==> config.mk <==
export PLATFORM = sky130hd
export DESIGN_NAME = hrange_stream
export DESIGN_NICKNAME = d
export VERILOG_FILES = /design/src/rtl/hrange_stream.sv
export SDC_FILE = /design/constraint.sdc
export NUM_CORES = 1
export LEC_CHECK = 0
export CAP_MARGIN = 15
export CORE_ASPECT_RATIO = 2
export CORE_MARGIN = 10
export CORE_UTILIZATION = 55
export DETAILED_ROUTE_END_ITERATION = 12
export PLACE_DENSITY_LB_ADDON = 0.08
export SLEW_MARGIN = 25
export SYNTH_ARGS = -nofsm -noshare
export SYNTH_HDL_FRONTEND = slang
export SYNTH_SLANG_ARGS = --single-unit
==> constraint.sdc <==
create_clock -name _clock -period 14.15 [get_ports _clock]
set_input_delay 1.415 -clock _clock [delete_from_list [all_inputs] [get_ports _clock]]
set_output_delay 1.415 -clock _clock [all_outputs]
set_load 0.05 [all_outputs]
==> src/rtl/hrange_stream.sv <==
// hrange_stream: signed range() generator with a ready/valid output.
// Emits base, base+step, base+2*step, ... while the value stays strictly on
// the near side of limit. The sign of step selects the direction; a zero
// step gives an empty range. Arithmetic is done one bit wider than WIDTH,
// so a step that would overflow ends the sequence instead of wrapping.
`timescale 1ns/1ps
module hrange_stream #(
  parameter int WIDTH   = 32,
  parameter int INDEX_W = 32
) (
  input  logic                      _clock,
  input  logic                      _reset,
  input  logic                      _start,
  input  logic signed [WIDTH-1:0]   base,
  input  logic signed [WIDTH-1:0]   limit,
  input  logic signed [WIDTH-1:0]   step,
  input  logic                      _output_ready,
  output logic signed [WIDTH-1:0]   _0,
  output logic [INDEX_W-1:0]        _index,
  output logic                      _valid,
  output logic                      _ready,
  output logic                      _busy
);

  typedef enum logic [1:0] {IDLE, EMIT, DONE} state_t;

  localparam logic [INDEX_W-1:0] IDX_ONE = INDEX_W'(1);

  state_t                  state;
  logic signed [WIDTH-1:0] lim_q;
  logic signed [WIDTH-1:0] step_q;

  // Widened operands: one extra sign bit keeps cur+step exact.
  logic signed [WIDTH:0]   cur_ext;
  logic signed [WIDTH:0]   step_q_ext;
  logic signed [WIDTH:0]   lim_q_ext;
  logic signed [WIDTH:0]   next_ext;
  logic signed [WIDTH:0]   base_ext;
  logic signed [WIDTH:0]   limit_ext;
  logic                    base_cont;
  logic                    next_cont;
  logic                    hs;

  // Continuation test: strictly before limit in the direction of step.
  // A zero step never continues, so it cannot produce an endless stream.
  function automatic logic cont(input logic signed [WIDTH:0]   x,
                                input logic signed [WIDTH:0]   lim,
                                input logic signed [WIDTH-1:0] stp);
    logic r;
    r = 1'b0;
    if (stp > 0)      r = (x < lim);
    else if (stp < 0) r = (x > lim);
    return r;
  endfunction

  // Next-value arithmetic and the two continuation decisions (fresh start
  // uses the live inputs, running sequence uses the latched ones).
  always_comb begin
    cur_ext    = {_0[WIDTH-1], _0};
    step_q_ext = {step_q[WIDTH-1], step_q};
    lim_q_ext  = {lim_q[WIDTH-1], lim_q};
    next_ext   = cur_ext + step_q_ext;
    base_ext   = {base[WIDTH-1], base};
    limit_ext  = {limit[WIDTH-1], limit};
    base_cont  = cont(base_ext, limit_ext, step);
    next_cont  = cont(next_ext, lim_q_ext, step_q);
    hs         = _valid && _output_ready;
  end

  // Control FSM with registered outputs. A start in any state wins: it
  // drops any pending element and suppresses the done pulse of the
  // abandoned run. _ready defaults low so it can only ever pulse.
  always_ff @(posedge _clock or posedge _reset) begin
    if (_reset) begin
      state  <= IDLE;
      lim_q  <= '0;
      step_q <= '0;
      _0     <= '0;
      _index <= '0;
      _valid <= 1'b0;
      _ready <= 1'b0;
      _busy  <= 1'b0;
    end else begin
      _ready <= 1'b0;
      if (_start) begin
        lim_q  <= limit;
        step_q <= step;
        _busy  <= 1'b1;
        if (base_cont) begin
          _0     <= base;
          _index <= '0;
          _valid <= 1'b1;
          state  <= EMIT;
        end else begin
          _valid <= 1'b0;
          state  <= DONE;
        end
      end else begin
        case (state)
          IDLE: ;
          EMIT: begin
            if (hs) begin
              if (next_cont) begin
                _0     <= next_ext[WIDTH-1:0];
                _index <= _index + IDX_ONE;
              end else begin
                _valid <= 1'b0;
                state  <= DONE;
              end
            end
          end
          DONE: begin
            _ready <= 1'b1;
            _busy  <= 1'b0;
            state  <= IDLE;
          end
          default: state <= IDLE;
        endcase
      end
    end
  end

endmodule

Yosys cells after proc, flatten, opt, wreduce, memory -nomap -nowiden
Cells that the tools add are included.
{"block": "totals", "reg_bits": 133, "wordCells": 62, "inputBits": 100, "out_inout_bits": 67}
{"block": "classes", "n_reduce_logical": 9, "eq_ne": 7, "order_cmp": 8, "add_sub_neg": 2, "muxes": 28}
{"operator": "two-way mux 32 bit", "count": 10}
{"operator": "> comparator 32 x 1 -> 1 bit, second input constant", "count": 2}
{"operator": "< comparator 32 x 1 -> 1 bit, second input constant", "count": 2}
{"operator": "adder 32 x 32 -> 33 bit", "count": 1}
{"operator": "> comparator 33 x 32 -> 1 bit", "count": 1}
{"operator": "< comparator 33 x 32 -> 1 bit", "count": 1}
{"operator": "adder 32 x 1 -> 32 bit, second input constant", "count": 1}
{"operator": "> comparator 32 bit", "count": 1}
{"operator": "< comparator 32 bit", "count": 1}
{"operator": "two-way mux 1 bit", "count": 13}
{"operator": "two-way mux 2 bit", "count": 4}
{"operator": "nonzero test 2 bit", "count": 4}
{"operator": "inequality test 3 bit, second input constant", "count": 2}
{"operator": "AND reduction 3 bit", "count": 2}
{"operator": "inequality test 2 bit, second input constant", "count": 2}
{"operator": "one-hot mux 2 bit (2 select lines)", "count": 1}
{"operator": "AND reduction 4 bit", "count": 1}
{"operator": "== test 2 x 1 -> 1 bit, second input constant", "count": 1}
{"operator": "== test 2 bit, second input constant", "count": 1}
{"operator": "logical NOT 2 bit", "count": 1}
{"operator": "inequality test 2 x 1 -> 1 bit, second input constant", "count": 1}
{"operator": "logical AND 1 bit", "count": 1}

Longest topological paths before layout
{"block": "logic_depth", "word_depth": 8, "depth_mapped": 23, "depth_no_buf": 21}

Worst setup path after synthesis
OpenSTA, ideal clock, no wires.
{"block": "synth_path", "kind": "reg2reg", "from": "reg _0[0]", "to": "reg _index[10]", "arrival_time_ps": 5040, "path_slack_ps": 8964, "required_time_ps": 14004, "path_buffers": 2, "synth_period_minus_slack_ps": 5186, "path_stages_with_launch": 24, "setup_time_ps": 146, "path_cell_list": "dfrtp_1 > ha_1 > fa_1 > a211oi_1 > o21bai_1 > o21ai_0 > a21oi_1 > a41oi_1 > o21ai_0 > o21ai_0 > xor2_1 > inv_1 > ha_1 > and2_1 > a221o_1 > a221oi_1 > o31ai_1 > or3_1 > nand2_2 > buf_6 > buf_2 > nor2_1 > o21ai_1 > o41ai_1"}
{"block": "synth_via", "elab_chain_cells": 6, "word_cells_on_any_way": 7, "cone_classes": "add/sub: 1; order compare: 2; mux: 2; reduce/logical: 2"}
{"element": "start, declared", "line_no": "18", "source": "output logic signed [WIDTH-1:0] _0,"}
{"element": "start signal, assigned", "line_no": "90", "source": "_0 <= base;"}
{"element": "start signal, assigned", "line_no": "104", "source": "_0 <= next_ext[WIDTH-1:0];"}
{"element": "adder 32 x 32 -> 33 bit *", "line_no": "62", "source": "next_ext = cur_ext + step_q_ext;"}
{"element": "> comparator 33 x 32 -> 1 bit", "line_no": "52", "source": "else if (stp < 0) r = (x > lim);"}
{"element": "two-way mux 1 bit", "line_no": "52"}
{"element": "two-way mux 1 bit *", "line_no": "51", "source": "if (stp > 0) r = (x < lim);"}
{"element": "nonzero test 2 bit (no source line) *"}
{"element": "AND reduction 4 bit (no source line) *"}
{"element": "end signal, assigned", "line_no": "105", "source": "_index <= _index + IDX_ONE;"}
{"element": "end, declared", "line_no": "19", "source": "output logic [INDEX_W-1:0] _index,"}
Every way passes the cells marked *; elsewhere a longest branch is shown, timed or not.
A chain may end at the register's enable or synchronous reset.

Final worst setup path
{"block": "layout_path", "from": "reg _0[0]", "to": "reg _0[19]"}
{"block": "layout_via", "elab_chain_cells": 6, "word_cells_on_any_way": 11, "cone_classes": "add/sub: 1; order compare: 2; mux: 6; reduce/logical: 2"}
{"element": "adder 32 x 32 -> 33 bit *", "line_no": "62"}
{"element": "> comparator 33 x 32 -> 1 bit", "line_no": "52"}
{"element": "two-way mux 1 bit", "line_no": "52"}
{"element": "two-way mux 1 bit", "line_no": "51"}
{"element": "nonzero test 2 bit (no source line)"}
{"element": "AND reduction 4 bit (no source line)"}
Every way passes the cells marked *; elsewhere a longest branch is shown, timed or not. The select of a mux whose other input is x is not followed.

==> results.toml <==
[logic_synthesis]
synth_top_area_share_pct = 36.7
ys_top_cells_by_count = "133 x sky130_fd_sc_hd__dfrtp_1, 118 x sky130_fd_sc_hd__nand2_1, 98 x sky130_fd_sc_hd__ha_1, 87 x sky130_fd_sc_hd__inv_1, 71 x sky130_fd_sc_hd__o21ai_0"
yosys.cell_count.top_type = "sky130_fd_sc_hd__dfrtp_1"
post_synthesis_net_count = 1216
synthArstFlopShare_pct = 100
dominant_cell_type_by_area_after_synthesis = "sky130_fd_sc_hd__dfrtp_1"
synth_seq_cells = 133
syn-instance-count = 1017
post_synth.cell_area_avg_um2 = 8.91
synth-main-ff-cell = "sky130_fd_sc_hd__dfrtp_1"
seq_area_frac_synth_pct = 36.7
synth_enable_flop_cells = 0
area_of_the_mapped_netlist_mm2 = 0.00906
synthTopCellsByArea = "sky130_fd_sc_hd__dfrtp_1 37%, sky130_fd_sc_hd__ha_1 14%, sky130_fd_sc_hd__nand2_1 4.9%, sky130_fd_sc_hd__mux2_2 4.1%, sky130_fd_sc_hd__o21ai_0 3.9%"
synthesis.yosys.warnings = 0
synth_cell_type_count = 60

[clocking]
ctsHtreeMaxLevel = 4
clk-insertion-delay-late_ns = 0.43
clkSlewWorstSetupHoldPaths_ns = 0.06
max-clock-path-buffers = 2
tritoncts.num_buffers = 17
postCtsSetupRepairBufs = 0
tritoncts = "yes"
cts.root.buffer_cell = "sky130_fd_sc_hd__clkbuf_16"
post_cts.resized_instances = 0
cts_hold_buffers = 0
numClockSinks = 133

[critical_path]
start_kind = "flop"
crit_start = "_0[0]"
cp_num_buf_inv = 2
setup.worst_path.end_class = "flop"
worst_reg_to_reg_cells = 22
worst_path_max_delay_cell = "sky130_fd_sc_hd__nand2_2"
critical_path_arrival_ns = 6.71
cp.required_ns = 14.50
worst-path-stages = 22
cp_slowest_stage_delay_ns = 0.50
category_of_the_most_critical_setup_path = "flop to flop"
timing.critical_path.cells = "ha_1 > fa_1 > a211oi_1 > o21bai_1 > o21ai_0 > a21oi_1 > a41oi_1 > o21ai_0 > o21ai_0 > xor2_1 > inv_1 > ha_1 > and2_1 > a221o_1 > a221oi_1 > o31ai_1 > or3_1 > nand2_2 > and2_1 > buf_4 > a21oi_1 > a21oi_1"
cp_max_fo = 32
reg2reg_to = "_0[19]"
cpLargestDelayFamily = "compound AO/OA/AOI/OAI gates"
rrSetupSlack_ns = 7.79
worstReg2RegStart = "_0[0]"

[sta]
grt_setup_unrepaired = "false"
setup_total_negative_slack_ns = 0
final.setup_skew_ns = 0.00848
drv_slew = 0
max_clock_freq_mhz = 157
final.min_clock_period_ns = 6.36
setup_viol = 0
hold_violations = 0
tightestPinTransition_ns = 0.926
relative_max_transition_margin_pct = 37.6
part_of_the_cycle_the_worst_path_needs_pct = 45.0
fin_worst_hold_slack_ns = 0.475

[power_and_ir_drop]
netSwitchingFraction_pct = 49.0
power.net_switching_w = 0.00128
cellLeakagePower_nw = 5.18
post-layout-total-power_w = 0.00262
cellPowerDensity_mw_per_mm2 = 228
power_frac_comb_pct = 60.7
power_report.internal_total_w = 0.00133
ir_worst_vdd_uv = 207
p_clk_share_pct = 18.1
proportion_of_power_drawn_by_flip_flops_and_latches_pct = 21.3

[global_route]
grt_start_max_net_pins = 79
grt_usage_pct = 26.1
first_global_vias = 8599
grt_pass1_wl_mm = 46.0
grt_overflow = 0
grt_antenna_before_repair = 0

[placed_design]
dpl.hpwl_mm = 23.7
gp_congestion = 0.922
port-buffer-count = 166

[floorplanning]
overall_die_height_um = 202
pin_count = 167
initial_standard_cell_utilization_of_the_core_pct = 55.7
design.core.area_mm2 = 0.0163
area_enclosed_by_the_die_boundary_mm2 = 0.0223
row_cnt = 66
dieWidth_um = 111

[job]
cap_violations = 0

[cells_and_area]
drive_above_1_share_pct = 6.94
num_antenna_cells = 0
area_growth_syn_to_layout_pct = 26.5
n_fill_cell = 1323
num-nets-final = 1367

[route]
max_used_layer = "met4"
drc = 0
m1WireLength_mm = 9.72
met2WireLength_mm = 16.3
total_number_of_vias = 8239
drtIter0Drc = 352
drt_pre_antenna_iters = 4
antenna_left = 0
post_drt_via_cell_ratio = 5.95
routed_wirelength_mm = 29.8
wl_met3_mm = 1.50
route.detailed.wl_per_inst_um = 21.5

[min_path]
whs_endpoint = "_index[31]"
worstHoldStart = "_index[31]"
timing.hold.worst_path_depth = 1
hold_path.class = "flop to flop"

[status]
outcome = "complete, no violations"
-- power by group through the flow --
stage / combinational [W] / sequential (W) / clock, W
6_report: 0.00159 / 0.000556 / 0.000473
5_1_grt: 0.00174 / 0.000563 / 0.000493
4_1_cts: 0.00157 / 0.000553 / 0.000477
3_5_place_dp: 0.00156 / 0.000558 / 0
3_3_place_gp: 0.00153 / 0.000557 / 0
2_1_floorplan: 0.000955 / 0.000724 / 0
-- cell families after synthesis --
group                    Yosys count  synth area share, %
AND/OR/NAND/NOR                  303                 15.9
flip-flops                       133                 36.7
AO/OA/AOI/OAI                    269                 18.5
buffers and inverters            126                 5.62
XOR/XNOR                          35                 3.38
multiplexers                      52                 6.20
adder cells (fa/ha/maj)           99                 13.7
-- worst max-delay path by stage --
| stage | endpoint |
|---|---|
| floorplan | _index[10] |
| global placement | _0[28] |
| detailed placement | _0[27] |
| CTS | _0[27] |
| global route | _0[19] |
| finish | _0[19] |
-- routing by layer --
layer | vias to the layer above | track usage [%]
li1 | 3953 | -
met1 | 3886 | 23.4
met2 | 295 | 49.0
met3 | 105 | 5.51
met4 | 0 | 20.2
met5 | - | 0
-- state kept, by name, indices dropped and copies added, names as in the netlist --
name / flops
_busy: 1
state: 2
_ready: 1
lim_q: 32
step_q: 32
_valid: 1
_index: 32
_0: 32
-- final cells by class --
cell class	count	area (um2)	area share, %
Sequential cell	133	3330	29.0
Clock buffer	22	484	4.22
Clock inverter	10	146	1.28
Timing Repair Buffer	170	1690	14.7
Tap cell	204	255	2.23
Multi-Input combinational cell	758	5230	45.6
Inverter	88	335	2.92
-- stage by stage --
stage / utilization [%] / setup WS (ns) / std cells / cell area [um2]
after floorplan: - / 8.96 / 1017 / 9060
after global placement: 66.6 / 7.90 / 1353 / 10800
after detailed placement: 66.6 / 7.76 / 1353 / 10800
after CTS: 70.5 / 7.72 / 1385 / 11500
after global routing: 70.5 / 7.27 / 1385 / 11500
final: 70.5 / 7.79 / 1385 / 11500
-- cells in the final DEF (no fill, tap or decap), types with 5 or more instances in the layout --
cell type                         Yosys  layout
sky130_fd_sc_hd__a211oi_1             9       9
sky130_fd_sc_hd__a21o_1              22      22
sky130_fd_sc_hd__a21oi_1             63      63
sky130_fd_sc_hd__a31oi_1             25      25
sky130_fd_sc_hd__and2_1               7       7
sky130_fd_sc_hd__and3_1              11      11
sky130_fd_sc_hd__and4_1               5       5
sky130_fd_sc_hd__buf_4                3       5
sky130_fd_sc_hd__clkbuf_16            0      17
sky130_fd_sc_hd__clkdlybuf4s50_1      0     165
sky130_fd_sc_hd__dfrtp_1            133     133
sky130_fd_sc_hd__ha_1                98      98
sky130_fd_sc_hd__inv_1               87      86
sky130_fd_sc_hd__mux2_2              33      33
sky130_fd_sc_hd__mux2i_1             19      19
sky130_fd_sc_hd__nand2_1            118     118
sky130_fd_sc_hd__nand3_1             29      29
sky130_fd_sc_hd__nand4_1             19      19
sky130_fd_sc_hd__nor2_1              59      59
sky130_fd_sc_hd__nor3_1              12      12
sky130_fd_sc_hd__nor3b_1              5       5
sky130_fd_sc_hd__nor4_1              17      17
sky130_fd_sc_hd__o211ai_1             9       9
sky130_fd_sc_hd__o21a_1               6       6
sky130_fd_sc_hd__o21ai_0             71      71
sky130_fd_sc_hd__o21ai_1             13      13
sky130_fd_sc_hd__o21bai_1             9       9
sky130_fd_sc_hd__o22ai_1              8       8
sky130_fd_sc_hd__o31ai_1              7       7
sky130_fd_sc_hd__or3_1                7       7
sky130_fd_sc_hd__xnor2_1             26      26
sky130_fd_sc_hd__xor2_1               9       9
(Power assumes the default switching activity.)
==> edit, RTL diff (same flow settings) <==
Register the input `limit` before use, without a reset. The logic sees it one clock later. The other inputs are not delayed to match.
--- a/src/rtl/hrange_stream.sv
+++ b/src/rtl/hrange_stream.sv
@@ -25,6 +25,12 @@
   typedef enum logic [1:0] {IDLE, EMIT, DONE} state_t;
 
   localparam logic [INDEX_W-1:0] IDX_ONE = INDEX_W'(1);
+
+  logic signed [WIDTH-1:0] limit_q;
+
+  always_ff @(posedge _clock) begin
+    limit_q <= limit;
+  end
 
   state_t                  state;
   logic signed [WIDTH-1:0] lim_q;
@@ -61,7 +67,7 @@
     lim_q_ext  = {lim_q[WIDTH-1], lim_q};
     next_ext   = cur_ext + step_q_ext;
     base_ext   = {base[WIDTH-1], base};
-    limit_ext  = {limit[WIDTH-1], limit};
+    limit_ext  = {limit_q[WIDTH-1], limit_q};
     base_cont  = cont(base_ext, limit_ext, step);
     next_cont  = cont(next_ext, lim_q_ext, step_q);
     hs         = _valid && _output_ready;
@@ -83,7 +89,7 @@
     end else begin
       _ready <= 1'b0;
       if (_start) begin
-        lim_q  <= limit;
+        lim_q  <= limit_q;
         step_q <= step;
         _busy  <= 1'b1;
         if (base_cont) begin
Behaviour: not the same (a bounded check fails within 4 cycles, from zero or initial values and one cycle with _reset high).
==> edit against the original RTL <==
- area after synthesis increased by 5.6%
- first-iteration DRC count increased by 19%
- sequential cell count increased by 32
- total power decreased by 20%
- clock skew increased by 0.0021 ns
- maximum frequency decreased by 0.54%
- global-route usage decreased by 1.6 points
- design area increased by 4.8%
- sequential power increased by 5.4%
- routed wire length decreased by 5.7%
- worst setup slack got worse by 0.035 ns
- critical endpoint is now _index[4]$_DFFE_PP0P_
- largest power group unchanged
==> edit: results (changes against the original RTL) <==
crit path DAT 6.72 ns (about the same); pre-CTS WS 7.749 ns (-0.01571 ns); met2 WL 15300 um (-6.0%); met3 Use GR 0.05353 (-0.001579); most frequent cells after synthesis dfrtp_1 (133), ha_1 (98), inv_1 (88); post-synthesis adder-cell area fraction 0.1302 (-0.007278); maximum vdd drop 0.0001410 V (-32%); fraction of area in multi-input gates 0.4282 (-0.02794); DR pass1 iterations 5 (+1); vias per cell 5.954 (about the same); Slew @ Worst Pin 1.052 ns (+0.1265 ns); kind of cell adding the most delay to the critical path compound AO/OA/AOI/OAI gates; Post-CTS Resized 0 (unchanged); GR Util met1 0.2473 (+0.01335); Total GRT Usage 0.2453 (-0.01602); Reg area 0.003969 sq mm (+19%); Vias 8312 (+0.89%); Initial DRC Count 420 (+19%); post-layout util 0.6993 (-0.005865); layout cell share with drive strength beyond 1 0.07336 (+0.003923); wire per inst 20.10 um (-6.5%); hold path depth 2 (+1); Non-clock buffers 173 (+1.8%); Reg2Reg Depth 20 (-9.1%); sequential share of the synthesized area 0.4146 (+0.04749); Layout clock area frac 0.04925 (-0.005729); Rows 68 (+3.0%); multiplexer share of the synthesized area 0.04824 (-0.01374); LEAKAGE 5.314 nW (+2.7%); Non-clock buffer share 0.1427 (-0.004513); # fillers 1379 (+4.2%); HP Class reg2reg; worst-skew pair later-pin latency 0.44 ns; Yosys cell types 66 (+10%); Max Clock Skew 0.01055 ns (+0.002069 ns); # nets final 1372 (+0.37%); Num Clock Sinks 165 (+24%); total CTS buffers 17 (unchanged); gpl congestion 0.9235 (+0.17%); slowest stage cell, crit path or3_4; GR Util met2 0.4535 (-0.03676); Synth Area in XOR/XNOR 0.02837 (-0.005450); Worst path max stage delay 0.72 ns (+0.22 ns); Synth Area in Compound Gates 0.1795 (-0.005064); largest net degree at the start of global routing 104 (+32%); outcome finished, final reports clean; number of global-route vias before repair 8693 (+1.1%); dpl hpwl 21780 um (-8.2%); number of antenna violations at the first check in global routing 0 (unchanged); met3 WL 1213 um (-19%); async set or reset register ratio after synthesis 0.8061 (-0.1939); comb_multi_in 728 (-4.0%); CP max FO 62 (+94%); dpl cell area 0.01142 sq mm (+5.4%); WL met1 10160 um (+4.5%); top post-synthesis cells by area dfrtp_1 (35%), ha_1 (13%), dfxtp_1 (6.7%), a21oi_1 (4.0%), mux2_2 (3.9%); first-pass GRT wire length 45530 um (-1.1%); clock buf count 20 (-9.1%)
## edit: report_power, final
| group | internal [mW] | switching, mW | total, mW | leakage [nW] |
|---|---|---|---|---|
| clock | 0.268 | 0.205 | 0.473 | 0.276 |
| combinational | 0.409 | 0.635 | 1.04 | 3.15 |
| sequential | 0.531 | 0.0551 | 0.586 | 1.89 |
| total | 1.21 | 0.895 | 2.10 | 5.31 |
## edit: final timing paths
check	startpoint	to	slack, ns
worst max-delay path	_0[0]$_DFFE_PP0P_	_index[4]$_DFFE_PP0P_	7.75
worst min-delay path	limit_q[9]$_DFF_P_	lim_q[9]$_DFFE_PP0P_	0.46
worst max register to register	_0[0]$_DFFE_PP0P_	_index[4]$_DFFE_PP0P_	7.75
worst min register to register	limit_q[9]$_DFF_P_	lim_q[9]$_DFFE_PP0P_	0.46
max in group asynchronous	_reset	_0[19]$_DFFE_PP0P_	11.70
min in group asynchronous	_reset	_index[2]$_DFFE_PP0P_	1.35
